$ cat config.mk
export PLATFORM = sky130hd
export DESIGN_NAME = atualiza_asteroides
export DESIGN_NICKNAME = d
export VERILOG_FILES = /design/src/rtl/atualiza_asteroides_pkg.sv /design/src/rtl/atualiza_asteroides_calc_pos.sv /design/src/rtl/atualiza_asteroides.sv
export SDC_FILE = /design/constraint.sdc
export NUM_CORES = 1
export LEC_CHECK = 0
export BUFFER_PORTS_ARGS = -buffer_cell sky130_fd_sc_hd__clkbuf_2
export CAP_MARGIN = 20
export CELL_PAD_IN_SITES_DETAIL_PLACEMENT = 1
export CELL_PAD_IN_SITES_GLOBAL_PLACEMENT = 1
export CORE_MARGIN = 10
export CORE_UTILIZATION = 36
export CTS_CLUSTER_SIZE = 20
export DETAILED_ROUTE_END_ITERATION = 12
export GPL_ROUTABILITY_DRIVEN = 0
export PLACE_DENSITY_LB_ADDON = 0.1
export SYNTH_ARGS = -nofsm -noshare
export SYNTH_HDL_FRONTEND = slang
export SYNTH_HIERARCHICAL = 1
export SYNTH_SLANG_ARGS = --single-unit
$ cat constraint.sdc
create_clock -name clock -period 2.24 [get_ports clock]
set_input_delay 0.224 -clock clock [delete_from_list [all_inputs] [get_ports clock]]
set_output_delay 0.224 -clock clock [all_outputs]
set_load 0.02 [all_outputs]
$ cat src/rtl/atualiza_asteroides_pkg.sv
// Shared definitions for the asteroid updater: direction opcodes,
// FSM state encoding and the packed entry-word width.
package astro_pkg;

   localparam logic [1:0] OP_CIMA  = 2'b00;  // y - STEP
   localparam logic [1:0] OP_BAIXO = 2'b01;  // y + STEP
   localparam logic [1:0] OP_ESQ   = 2'b10;  // x - STEP
   localparam logic [1:0] OP_DIR   = 2'b11;  // x + STEP

   typedef enum logic [2:0] {
      IDLE    = 3'd0,
      LER     = 3'd1,
      CAPTURA = 3'd2,
      ESCREVE = 3'd3,
      FIM     = 3'd4
   } estado_t;

   // Entry word is {x, y, opcode}.
   function automatic int word_width(input int n);
      return 2 * n + 2;
   endfunction

endpackage

$ cat src/rtl/atualiza_asteroides_calc_pos.sv
// Next-word computation for one asteroid entry: move by STEP, then wrap
// (ASTRO_WRAP_EN defined) or respawn from the random inputs on leaving the field.
module calc_pos
   import astro_pkg::*;
#(
   parameter int N    = 4,
   parameter int STEP = 1,
   localparam int W   = word_width(N)
) (
   input  logic [W-1:0] word_in,
   input  logic [N-1:0] random_x,
   input  logic [N-1:0] random_y,
   input  logic [1:0]   random_opcode,
   output logic [W-1:0] word_out
);

   localparam logic [N:0] STEP_E = (N + 1)'(STEP);

   logic [N:0] x_e, y_e, x_n, y_n;
   logic [1:0] op;

   // One spare MSB per coordinate turns an out-of-range move into a carry/borrow.
   always_comb begin
      op  = word_in[1:0];
      x_e = {1'b0, word_in[W-1 -: N]};
      y_e = {1'b0, word_in[N+1 -: N]};
      x_n = x_e;
      y_n = y_e;
      case (op)
         OP_CIMA:  y_n = y_e - STEP_E;
         OP_BAIXO: y_n = y_e + STEP_E;
         OP_ESQ:   x_n = x_e - STEP_E;
         OP_DIR:   x_n = x_e + STEP_E;
      endcase
`ifdef ASTRO_WRAP_EN
      word_out = {x_n[N-1:0], y_n[N-1:0], op};
`else
      if (x_n[N] | y_n[N])
         word_out = {random_x, random_y, random_opcode};
      else
         word_out = {x_n[N-1:0], y_n[N-1:0], op};
`endif
   end

endmodule

$ cat src/rtl/atualiza_asteroides.sv
// Sweeps (modo=0) or spawns one entry (modo=1) in an external asteroid table.
// Optional macro ASTRO_WRAP_EN selects wrap-around instead of respawn in calc_pos.
module atualiza_asteroides
   import astro_pkg::*;
#(
   parameter int N        = 4,
   parameter int NUM_AST  = 8,
   parameter int STEP     = 1,
   localparam int AW      = (NUM_AST > 1) ? $clog2(NUM_AST) : 1,
   localparam int W       = word_width(N)
) (
   input  logic          clock,
   input  logic          reset,
   input  logic          iniciar,
   input  logic          modo,
   input  logic [AW-1:0] spawn_idx,
   input  logic [N-1:0]  random_x,
   input  logic [N-1:0]  random_y,
   input  logic [1:0]    random_opcode,
   output logic [AW-1:0] mem_addr,
   input  logic [W-1:0]  mem_rdata,
   output logic          mem_we,
   output logic [W-1:0]  mem_wdata,
   output logic          ocupado,
   output logic          pronto
);

   localparam logic [AW-1:0] LAST = AW'(NUM_AST - 1);

   estado_t       estado;
   logic [AW-1:0] index;
   logic [W-1:0]  word_q;
   logic [W-1:0]  word_calc;
   logic          spawn_q;

   calc_pos #(.N(N), .STEP(STEP)) u_calc (
      .word_in      (mem_rdata),
      .random_x     (random_x),
      .random_y     (random_y),
      .random_opcode(random_opcode),
      .word_out     (word_calc)
   );

   assign mem_addr  = index;
   // A spawn writes the random inputs as they stand in ESCREVE itself.
   assign mem_wdata = (estado == ESCREVE && spawn_q) ?
                      {random_x, random_y, random_opcode} : word_q;

   always_ff @(posedge clock) begin
      if (reset) begin
         estado  <= IDLE;
         index   <= '0;
         word_q  <= '0;
         spawn_q <= 1'b0;
         mem_we  <= 1'b0;
         pronto  <= 1'b0;
         ocupado <= 1'b0;
      end else begin
         mem_we <= 1'b0;
         pronto <= 1'b0;
         case (estado)
            IDLE: begin
               if (iniciar) begin
                  ocupado <= 1'b1;
                  if (modo) begin
                     estado  <= ESCREVE;
                     index   <= spawn_idx;
                     spawn_q <= 1'b1;
                     mem_we  <= 1'b1;
                  end else begin
                     estado  <= LER;
                     index   <= '0;
                     spawn_q <= 1'b0;
                  end
               end
            end
            LER: estado <= CAPTURA;
            CAPTURA: begin
               word_q <= word_calc;
               estado <= ESCREVE;
               mem_we <= 1'b1;
            end
            ESCREVE: begin
               if (spawn_q || index == LAST) begin
                  estado <= FIM;
                  pronto <= 1'b1;
               end else begin
                  estado <= LER;
                  index  <= index + AW'(1);
               end
            end
            FIM: begin
               estado  <= IDLE;
               ocupado <= 1'b0;
            end
            default: begin
               estado  <= IDLE;
               ocupado <= 1'b0;
            end
         endcase
      end
   end

endmodule

==> results.json <==
{
  "outcome": "complete, no violations",
  "port_buffers": 42,
  "seq_area_frac_synth_pct": 26.08,
  "final.setup.tns_ns": 0,
  "h-tree-depth": 1,
  "num_rows": 23,
  "drive_gt1_share_pct": 50.51,
  "place_hpwl_um": 3281,
  "relSlewSlack_pct": 69.44,
  "hold_violations": 0,
  "endpoint_kind": "register",
  "root_buffer": "clkbuf_8",
  "core_region_area_mm2": 0.004058,
  "grt_max_degree": 22,
  "rr_startpoint": "mem_addr[0]",
  "power.density_mw_per_mm2": 628.8,
  "cp.required_ns": 2.37,
  "cts_tree": "done",
  "r2r_slack_ns": 0.63,
  "syn_nets": 183,
  "num_vias": 1265,
  "die-area_mm2": 0.007277,
  "die_h_um": 85.31,
  "reg2reg_to": "mem_addr[0]",
  "rsz0062_at_grt": "false",
  "async_reset_ff_share_pct": 0,
  "hp-class": "in -> reg",
  "post-route-min-period_ns": 2.081,
  "synth_area_mm2": 0.001535,
  "maxSlewViolCount": 0,
  "postSynthCellCount": 146,
  "fp.dieW_um": 85.31,
  "grt_pass1_wl_um": 6651,
  "worst-slew-pin-transition_ns": 0.4576,
  "synth_area_leader_cell": "dfxtp_1",
  "period_share_pct": 92.90,
  "synth_top_area_share_pct": 26.08,
  "holdPathStages": 3,
  "ys_warn_count": 6,
  "hold_start": "spawn_idx[2]",
  "cts_setup_buffers": 0,
  "hold_end": "mem_addr[2]",
  "cp-start-kind": "primary input",
  "vias_per_cell": 5.142,
  "drtIter0Drc": 66,
  "grt_pass1_vias": 1398,
  "p_leak_uw": 0.0008962,
  "critical_path_class": "in -> reg",
  "vdd_drop_max_mv": 0.4087,
  "grtUsageTotal_pct": 10.67,
  "ctsLongestPathBuffers": 2,
  "synth-seq-cells": 20,
  "clkTransAtPathRegs_ns": 0.08,
  "grt_overflow": 0,
  "cp.arrival_ns": 2.21,
  "hold_buffers": 0,
  "diodes": 0,
  "cts_buffers": 3,
  "dpl-instance-area_mm2": 0.001882,
  "finClkSkew_ns": 0.003063,
  "start_util_pct": 37.84,
  "synth_edf_count": 0,
  "drc_errors": 0,
  "worst-path-max-fanout": 9,
  "io_pins": 43,
  "synth_ff_type": "dfxtp_1",
  "clock.fmax_mhz": 480.6,
  "antenna_found_initial": 0,
  "final_cell_area_mm2": 0.001953,
  "clock_sinks": 20,
  "cts-resized-gates": 0,
  "drt_wl_total_um": 3907,
  "ant_nets": 0,
  "fin_nets": 234,
  "wl_per_cell_um": 15.88,
  "synth_cell_types": 43,
  "synth.avg_cell_area_um2": 10.52,
  "reg2reg_depth": 5,
  "firstDrtPassIters": 2,
  "insertion_delay_ns": 0.26,
  "synthTopCellsByArea": "dfxtp_1 (26%), mux2_2 (9.5%), mux2_4 (8.8%)",
  "syn_to_final_growth_pct": 27.22,
  "drv_cap": 0,
  "setup_viol": 0
}
[routing by layer]
metal  up-vias  track usage [%]  wire length (um)
met3         2            4.589               269
met2        25            18.39              1944
met4         0           0.4491                 4
li1        638                -                 -
met5         -                0                 0
met1       600            12.51              1689
[flip-flops by register name (all words and copies together) (netlist names)]
signal	count
estado	3
mem_addr	3
mem_we	1
ocupado	1
pronto	1
spawn_q	1
word_q	10
[layout by cell type, fill, tap and decap left out, drive strengths merged, types with 3 or more instances in the layout]
master and n:
buf 12, mux2i 12, xnor2 4, mux2 22, nor2 16, clkbuf 45, xor2 3, a21oi 7
a211oi 3, nand3 4, nand2 4, inv 6, dfxtp 20, nor4b 3, ha 8
[worst max-delay path: stages]
cell and delay [ns]:
clkbuf_2 0.13, nand2_4 0.10, inv_1 0.05, fa_2 0.34, nand2b_4 0.16, a21oi_4 0.16
a21oi_4 0.09, xor2_4 0.41, mux2_4 0.35, mux2i_1 0.15, nor2_1 0.06
[per-stage QoR]
step                      worst slack [ns]  hold slack [ns]  util [%]  cells  power [uW]
after floorplan                   -0.05393           0.3155         -    146       754.5
after global placement            -0.05917           0.4671     46.38    242       864.8
after detailed placement           -0.1536           0.4848     46.38    242       882.5
after CTS                           0.1150           0.2676     48.13    246        1244
after global routing               0.01731           0.2837     48.13    246        1304
final                               0.1591           0.2593     48.13    246        1228
[cell families after synthesis]
logic type | after synthesis | synth area share, %
compound gates | 21 | 10.84
xor+xnor | 7 | 5.216
fa+ha+maj | 11 | 9.780
buf+inv | 14 | 5.948
flops | 20 | 26.08
mux | 34 | 26.16
simple gates | 39 | 15.97
[cell usage after synthesis, types with 2 or more instances]
cell type  count
inv_1          5
nor3b_2        2
nor2_1        15
a21o_1         2
mux2_2        13
nand2_1        4
mux2i_1       12
xnor2_1        4
a311oi_1       2
mux2_4         9
a211oi_1       3
nand2b_1       2
nand4_1        2
buf_4          2
o21ai_0        2
xor2_1         2
fa_1           2
a21oi_2        3
buf_6          4
nand3_1        3
nor3_1         2
a21oi_1        3
nor4b_1        2
ha_1           8
dfxtp_1       20
[power breakdown]
group,internal [uW],switching (uW),leakage (uW)
Clock,238,123,0.0000357
Combinational,229,228,0.000697
Sequential,390,19.2,0.000164
[cell type report]
cell class	count	area (um2)
repair buffers	54	300.3
multi-input cells	112	1096
clock buffers	3	41.29
flip-flops and latches	20	400.4
fillers	481	2105
inverters	6	22.52
clock inverters	1	30.03
well taps	50	62.56
[how the worst max path moves through the flow]
| stage | from | end | slack, ns | cells past startpoint |
|---|---|---|---|---|
| finish | mem_rdata[0] | word_q[2] | 0.16 | 11 |
| global placement | mem_rdata[0] | word_q[8] | -0.06 | 11 |
| floorplan | mem_rdata[1] | word_q[1] | -0.05 | 11 |
| detailed placement | mem_rdata[0] | word_q[2] | -0.15 | 11 |
| global route | mem_rdata[0] | word_q[6] | 0.02 | 11 |
| CTS | mem_rdata[0] | word_q[2] | 0.11 | 11 |
Note: power is estimated with default switching activity, not from simulation.
